===== config.mk =====
export PLATFORM = sky130hd
export DESIGN_NAME = regfile_write_arbiter
export DESIGN_NICKNAME = d
export VERILOG_FILES = /design/src/rtl/regfile_write_arbiter.sv
export SDC_FILE = /design/constraint.sdc
export NUM_CORES = 1
export LEC_CHECK = 0
export ABC_CLOCK_PERIOD_IN_PS = 1700
export CAP_MARGIN = 20
export CORE_MARGIN = 3
export CORE_UTILIZATION = 39
export DETAILED_ROUTE_END_ITERATION = 10
export GPL_TIMING_DRIVEN = 0
export PLACE_DENSITY = 0.79
export SYNTH_ARGS = -nofsm -noshare
export SYNTH_HDL_FRONTEND = slang
export SYNTH_SLANG_ARGS = --single-unit
export TNS_END_PERCENT = 20

===== constraint.sdc =====
create_clock -name clk -period 1.7 [get_ports clk]
set_input_delay 0.34 -clock clk [delete_from_list [all_inputs] [get_ports clk]]
set_output_delay 0.34 -clock clk [all_outputs]
set_load 0.01 [all_outputs]

===== src/rtl/regfile_write_arbiter.sv =====
// Round-robin arbiter for the single register-file write port (ALU, load unit, debug host).
// Define REGFILE_ARB_DBG_PRIORITY_EN to give the debug port absolute priority over the other two.
module regfile_write_arbiter #(
    parameter int ADDR_W = 2,
    parameter int DATA_W = 8
) (
    input  logic              clk,
    input  logic              rst,
    input  logic              alu_req,
    input  logic [ADDR_W-1:0] alu_addr,
    input  logic [DATA_W-1:0] alu_data,
    output logic              alu_gnt,
    input  logic              ld_req,
    input  logic [ADDR_W-1:0] ld_addr,
    input  logic [DATA_W-1:0] ld_data,
    output logic              ld_gnt,
    input  logic              dbg_req,
    input  logic [ADDR_W-1:0] dbg_addr,
    input  logic [DATA_W-1:0] dbg_data,
    output logic              dbg_gnt,
    output logic              wr_en,
    output logic [ADDR_W-1:0] wr_addr,
    output logic [DATA_W-1:0] wr_data,
    output logic [7:0]        conflict_cnt,
    output logic [1:0]        last_winner
);

    logic [1:0] ptr;
    logic       seen_grant;
    logic [2:0] rr_req;
    logic [2:0] gnt;
    logic [1:0] cand;
    logic       found;
    logic       grant_any;
    logic       ptr_update;
    logic       multi_req;
    logic [1:0] win_idx;

    // With debug priority enabled, debug is taken out of the rotation so ALU and load share it.
`ifdef REGFILE_ARB_DBG_PRIORITY_EN
    assign rr_req = {1'b0, ld_req, alu_req};
`else
    assign rr_req = {dbg_req, ld_req, alu_req};
`endif

    always_comb begin
        gnt   = 3'b000;
        cand  = ptr;
        found = 1'b0;
        for (int k = 0; k < 3; k++) begin
            cand = (cand == 2'd2) ? 2'd0 : cand + 2'd1;
            if (!found && rr_req[cand]) begin
                gnt[cand] = 1'b1;
                found     = 1'b1;
            end
        end
`ifdef REGFILE_ARB_DBG_PRIORITY_EN
        if (dbg_req) begin
            gnt = 3'b100;
        end
`endif
        if (rst) begin
            gnt = 3'b000;
        end
    end

    assign alu_gnt   = gnt[0];
    assign ld_gnt    = gnt[1];
    assign dbg_gnt   = gnt[2];
    assign grant_any = |gnt;

`ifdef REGFILE_ARB_DBG_PRIORITY_EN
    assign ptr_update = gnt[0] | gnt[1];
`else
    assign ptr_update = grant_any;
`endif

    assign win_idx   = gnt[2] ? 2'd2 : (gnt[1] ? 2'd1 : 2'd0);
    assign multi_req = (alu_req & ld_req) | (alu_req & dbg_req) | (ld_req & dbg_req);

    always_ff @(posedge clk) begin
        if (rst) begin
            ptr          <= 2'd2;
            seen_grant   <= 1'b0;
            wr_en        <= 1'b0;
            wr_addr      <= '0;
            wr_data      <= '0;
            conflict_cnt <= 8'd0;
        end else begin
            wr_en <= grant_any;
            if (grant_any) begin
                seen_grant <= 1'b1;
                case (win_idx)
                    2'd1:    begin wr_addr <= ld_addr;  wr_data <= ld_data;  end
                    2'd2:    begin wr_addr <= dbg_addr; wr_data <= dbg_data; end
                    default: begin wr_addr <= alu_addr; wr_data <= alu_data; end
                endcase
            end
            if (ptr_update) begin
                ptr <= win_idx;
            end
            if (multi_req && conflict_cnt != 8'hFF) begin
                conflict_cnt <= conflict_cnt + 8'd1;
            end
        end
    end

    assign last_winner = seen_grant ? ptr : 2'd3;

endmodule


# After elaboration in Yosys (flattened, before gate mapping)
# Index checks and enable logic that the tools add are counted.
[totals] reg_bits=22 in_bits=35 out_inout_bits=24 elab_cells=64
[classes] magnitude_cmp=6 muxes=26 n_bitwise=7 eq_ne=6 reduce_logical=9 n_addsub=4
[ops] op="case mux 8 bit (2 select lines)" count=1
[ops] op="2-to-1 mux 3 bit" count=4
[ops] op="2-to-1 mux 2 bit" count=5
[ops] op="< comparator 2 x 3 -> 1 bit, second input constant" count=3
[ops] op="2-to-1 mux 1 bit" count=9
[ops] op="adder 8 x 1 -> 8 bit, second input constant" count=1
[ops] op="== test 2 bit, second input constant" count=4
[ops] op="inequality test 8 bit, second input constant" count=1
[ops] op="adder 2 x 1 -> 2 bit, second input constant" count=3
[ops] op="binary-select mux 1 bit (select 2 bit)" count=3
[ops] op="demux 1 bit (select 2 bit)" count=3
[ops] op="greater-or-equal comparator 2 x 1 -> 1 bit, second input constant" count=3
[ops] op="logical AND 1 bit" count=6
[ops] op="OR 3 bit" count=2
[ops] op="case mux 2 bit (2 select lines)" count=1
[ops] op="AND 1 bit" count=3
[ops] op="OR reduction 3 bit" count=1
[ops] op="== test 2 x 1 -> 1 bit, second input constant" count=1
[ops] op="logical NOT 1 bit" count=2
[ops] op="OR 1 bit" count=2

# Logic depth before layout (Yosys ltp)
[logic_depth] ltp_word=17 ltp_mapped=6 mapped_depth_nobuf=5

# Worst setup path before layout
# No wires, ideal clock.
[synth_path] path_kind="input to register" startpoint="in ld_req" endpoint="reg wr_addr[0]" required_time_ns=1.578 t_arrival_ns=1.315 cell_stages=6 n_path_buf=2 setup_slack_ns=0.263 cell_sequence="buf_4 > nor2b_1 > o21ai_0 > and3b_1 > buf_2 > a221o_1"
[synth_via] elab_cells_between_ends=24
[synth_rtl] element="start: declaration" line_no="13" source="input logic ld_req,"
[synth_rtl] element="binary-select mux 1 bit (select 2 bit)" line_no="52" source="if (!found && rr_req[cand]) begin"
[synth_rtl] element="2-to-1 mux 1 bit (implied by the code)" line_no="52"
[synth_rtl] element="2-to-1 mux 1 bit" line_no="52"
[synth_rtl] element="logical NOT 1 bit" line_no="52"
[synth_rtl] element="logical AND 1 bit" line_no="52"
[synth_rtl] element="2-to-1 mux 1 bit" line_no="52"
[synth_rtl] element="logical NOT 1 bit" line_no="52"
[synth_rtl] element="logical AND 1 bit" line_no="52"
[synth_rtl] element="2-to-1 mux 3 bit *" line_no="52"
[synth_rtl] element="2-to-1 mux 3 bit *" line_no="62" source="if (rst) begin"
[synth_rtl] element="named net alu_gnt" line_no="12" source="output logic alu_gnt,"
[synth_rtl] element="OR reduction 3 bit *" line_no="70" source="assign grant_any = |gnt;"
[synth_rtl] element="end signal: assignment" line_no="94" source="2'd1: begin wr_addr <= ld_addr; wr_data <= ld_data; end"
[synth_rtl] element="end signal: assignment" line_no="95" source="2'd2: begin wr_addr <= dbg_addr; wr_data <= dbg_data; end"
[synth_rtl] element="end signal: assignment" line_no="96" source="default: begin wr_addr <= alu_addr; wr_data <= alu_data; end"
[synth_rtl] element="end: declaration" line_no="22" source="output logic [ADDR_W-1:0] wr_addr,"
# Mark *: on every way through the listed nets, which the timed path passes. The rest lies on a longest branch. The select of a mux whose other input is x is not followed.
# A chain may end at the register's enable or synchronous reset.

# Final worst setup path
[layout_path] startpoint="reg ptr[1]" endpoint="out ld_gnt"
[layout_via] elab_chain_len=13 elab_cells_between_ends=42
[layout_lines] element="start: declaration" line_no="28" source="logic [1:0] ptr;"
[layout_lines] element="start signal: assignment" line_no="100" source="ptr <= win_idx;"
[layout_lines] element="adder 2 x 1 -> 2 bit or == test 2 bit (tied branches)" line_no="51" source="cand = (cand == 2'd2) ? 2'd0 : cand + 2'd1;"
[layout_lines] element="2-to-1 mux 2 bit *" line_no="51"
[layout_lines] element="adder 2 x 1 -> 2 bit or == test 2 bit (tied branches)" line_no="51"
[layout_lines] element="2-to-1 mux 2 bit" line_no="51"
[layout_lines] element="adder 2 x 1 -> 2 bit (tied with other cells)" line_no="51"
[layout_lines] element="2-to-1 mux 2 bit or logical AND 1 bit (tied branches)" line_no="51, 53"
[layout_lines] element="< comparator 2 x 3 -> 1 bit (implied by the code) (tied with other cells)" line_no="53" source="gnt[cand] = 1'b1;"
[layout_lines] element="logical AND 1 bit (implied by the code) or demux 1 bit (select 2 bit) (tied branches)" line_no="53"
[layout_lines] element="2-to-1 mux 1 bit (implied by the code) or OR 3 bit (tied branches)"
[layout_lines] element="demux 1 bit (select 2 bit) or 2-to-1 mux 3 bit (tied branches)" line_no="53, 52"
[layout_lines] element="OR 3 bit (no source line)"
[layout_lines] element="2-to-1 mux 3 bit *" line_no="52"
[layout_lines] element="2-to-1 mux 3 bit *" line_no="62"
[layout_lines] element="end: declaration" line_no="16" source="output logic ld_gnt,"
# Every way passes the cells marked *; elsewhere a longest branch is shown, timed or not. The select of a mux whose other input is x is not followed.

==> impl_metrics.sql <==
INSERT INTO impl_metrics (metric_group, metric, value, unit) VALUES
('status', 'outcome', 'complete, no violations', ''),
('global_routing', 'antenna_violations_before_repair', '0', ''),
('synthesis', 'cell_taking_the_most_area_after_synthesis', 'sky130_fd_sc_hd__dfxtp_1', ''),
('finish', 'area_delta_synth_final', '58.75', '%'),
('finish', 'post-route-cell-area', '0.001815', 'mm2'),
('drt', 'via_per_inst', '5.605', ''),
('synthesis', 'avgSynthCellArea', '8.934', 'um2'),
('floorplan', 'rows', '19', ''),
('run', 'drv.max_cap_violation_count', '0', ''),
('power', 'leakage', '0.7316', 'nW'),
('timing', 'worst_slew_margin_rel', '0.6217', ''),
('global_routing', 'grt_overflow', '0', ''),
('power', 'peakVddDrop', '0.0005053', 'V'),
('min_path', 'worst_hold_path.num_cells', '2', ''),
('floorplan', 'design.portCount', '59', ''),
('setup_path', 'endpoint_kind', 'primary output', ''),
('clocking', 'htree_num_levels', '1', ''),
('drt', 'vias', '1233', ''),
('clocking', 'tritoncts.num_buffers', '3', ''),
('synthesis', 'synth_ff_type', 'sky130_fd_sc_hd__dfxtp_1', ''),
('placed_design', 'place.port_buffers', '54', ''),
('finish', 'nFillCells', '228', ''),
('floorplan', 'floorplan.die_area', '0.003618', 'mm2'),
('setup_path', 'critical_path_depth', '5', ''),
('synthesis', 'synthesis.nets', '164', ''),
('clocking', 'clock_tree.root_cell', 'sky130_fd_sc_hd__clkbuf_4', ''),
('drt', 'totalWireLength', '3234', 'um'),
('placed_design', 'dpl-instance-area', '0.001723', 'mm2'),
('synthesis', 'synthesis.yosys.warnings', '0', ''),
('setup_path', 'critical-path-slowest-cell', 'sky130_fd_sc_hd__dfxtp_4', ''),
('synthesis', 'synth-async-reset-ratio', '0', ''),
('synthesis', 'post-synth-top-area-fraction', '0.3851', ''),
('synthesis', 'number_of_flops_mapped_to_enable_cells_by_yosys', '0', ''),
('min_path', 'timing.hold.worst.class', 'input port to register', ''),
('timing', 'achievable_freq', '0.5938', 'GHz'),
('finish', 'fin_nets', '226', ''),
('timing', 'setup_viol', '0', ''),
('floorplan', 'die_height', '60.15', 'um'),
('setup_path', 'worstSetupStartpointType', 'register', ''),
('timing', 'period_utilisation_layout', '0.9906', ''),
('synthesis', 'post_synth_most_frequent_cells', '22 x sky130_fd_sc_hd__dfxtp_1, 11 x sky130_fd_sc_hd__inv_1, 11 x sky130_fd_sc_hd__nand2_1, 10 x sky130_fd_sc_hd__a221o_1, 9 x sky130_fd_sc_hd__o31ai_1', ''),
('synthesis', 'synthMostInstantiatedCell', 'sky130_fd_sc_hd__dfxtp_1', ''),
('setup_path', 'cp_num_buf_inv', '2', ''),
('global_routing', 'grt_first_pass_wirelength', '5278', 'um'),
('floorplan', 'placeableCoreArea', '0.002781', 'mm2'),
('min_path', 'min_from', 'rst', ''),
('timing', 'finClkSkew', '0.007473', 'ns'),
('setup_path', 'reg2regPathDepth', '6', ''),
('floorplan', 'chipWidth', '60.15', 'um'),
('placed_design', 'placed_cells_incl_taps', '213', ''),
('setup_path', 'reg2reg_to', 'wr_data[7]', ''),
('power', 'overall_power_after_layout', '1.202', 'mW'),
('synthesis', 'synth.cell_area', '0.001144', 'mm2'),
('placed_design', 'gp_congestion', '0.8220', ''),
('timing', 'finalCriticalPeriod', '1.684', 'ns'),
('clocking', 'tritoncts', 'yes', ''),
('drt', 'route.detailed.wl_per_inst', '14.70', 'um'),
('finish', 'post_layout_nonfiller_instances', '220', ''),
('setup_path', 'reg2reg_from', 'ptr[1]', ''),
('setup_path', 'worst_ep_required_time', '1.36', 'ns'),
('synthesis', 'register_bit_total_from_synthesis', '22', ''),
('synthesis', 'synth.top_cells.by_area', 'sky130_fd_sc_hd__dfxtp_1 39%, sky130_fd_sc_hd__a221o_1 8.8%, sky130_fd_sc_hd__o31ai_1 5.9%', ''),
('setup_path', 'worstPathCellList', 'nor2b_4, o22a_1, nor2_2, buf_4, buf_2', ''),
('placed_design', 'place.detailed.hpwl', '2455', 'um'),
('setup_path', 'timing.critical_path.arrival', '1.34', 'ns'),
('synthesis', 'seq_total_area_yosys', '0.3851', ''),
('clocking', 'cts_num_sinks', '22', ''),
('clocking', 'clkSlewWorstSetupHoldPaths', '0.13', 'ns'),
('drt', 'drt_iter0_drc', '42', ''),
('finish', 'layout-drive-gt1-share', '0.1693', ''),
('finish', 'num_antenna_cells', '0', '');
cell type report:
class | count | area, um2 | area share
clock buffer | 4 | 36.28 | 0.01999
sequential | 22 | 454.2 | 0.2502
buffer | 8 | 56.30 | 0.03101
tap | 31 | 38.79 | 0.02136
multi-input combinational | 87 | 635.6 | 0.3501
inverter | 11 | 41.29 | 0.02274
timing repair buffer | 57 | 553.0 | 0.3046
cells by family after synthesis:
kind of cell,after synthesis,share of synthesized area
buffers and inverters,19,0.07659
AOI/OAI and AO/OA,39,0.2691
muxes,1,0.008753
and+or+nand+nor,42,0.2167
xor gates and xnor gates,3,0.02298
DFF,22,0.3851
adders and majority gates,2,0.02079
flip-flops by register name (all words and copies together) (netlist names):
signal and flops:
conflict_cnt 8, ptr 2, seen_grant 1, wr_addr 2, wr_data 8, wr_en 1
layout by cell type, fill, tap and decap left out, types with 2 or more instances in the layout:
| cell type | count |
|---|---|
| sky130_fd_sc_hd__a211oi_1 | 2 |
| sky130_fd_sc_hd__a21o_1 | 2 |
| sky130_fd_sc_hd__a21oi_1 | 4 |
| sky130_fd_sc_hd__a221o_1 | 10 |
| sky130_fd_sc_hd__a31oi_1 | 2 |
| sky130_fd_sc_hd__buf_2 | 4 |
| sky130_fd_sc_hd__buf_4 | 5 |
| sky130_fd_sc_hd__buf_6 | 2 |
| sky130_fd_sc_hd__clkbuf_4 | 3 |
| sky130_fd_sc_hd__clkdlybuf4s50_1 | 49 |
| sky130_fd_sc_hd__dfxtp_1 | 15 |
| sky130_fd_sc_hd__dfxtp_2 | 5 |
| sky130_fd_sc_hd__dfxtp_4 | 2 |
| sky130_fd_sc_hd__dlygate4sd2_1 | 2 |
| sky130_fd_sc_hd__inv_1 | 10 |
| sky130_fd_sc_hd__nand2_1 | 11 |
| sky130_fd_sc_hd__nand2b_1 | 2 |
| sky130_fd_sc_hd__nand3_1 | 2 |
| sky130_fd_sc_hd__nand4_1 | 3 |
| sky130_fd_sc_hd__nor2_1 | 7 |
| sky130_fd_sc_hd__nor3_1 | 2 |
| sky130_fd_sc_hd__o21ai_0 | 3 |
| sky130_fd_sc_hd__o31ai_1 | 9 |
| sky130_fd_sc_hd__xor2_1 | 3 |
stage by stage:
stage / setup slack, ns / utilization
after floorplan: 0.2633 / -
after global placement: -0.3679 / 0.6194
after detailed placement: -0.3756 / 0.6194
after CTS: -0.01082 / 0.6455
after global routing: -0.05323 / 0.6527
final: 0.01596 / 0.6527
metal layers:
metal,vias up,global-route usage,wire [um]
met5,-,0,0
met4,0,0.07595,54
met3,6,0.06695,298
met2,53,0.3164,1536
met1,573,0.2266,1345
li1,601,-,-
where the power goes:
group / leakage [nW] / switching (mW) / internal, mW
combinational: 0.526 / 0.133 / 0.192
sequential: 0.185 / 0.0275 / 0.552
clock: 0.0210 / 0.166 / 0.131
repair_timing:
item / 4_1_cts / 5_1_grt
pin swaps: 1 / 0
buffers inserted: 2 / 1
gates resized for setup: 22 / 7
hold buffers: 0 / 0
endpoints found under the setup margin: 6 / 8
worst max-delay path by stage:
| stage | start | to |
|---|---|---|
| floorplan | ld_req | wr_addr[0] |
| global placement | dbg_req | ld_gnt |
| detailed placement | dbg_req | ld_gnt |
| CTS | ptr[0] | alu_gnt |
| global route | ptr[1] | ld_gnt |
| finish | ptr[1] | ld_gnt |
Power figures use the tool's default switching activity.
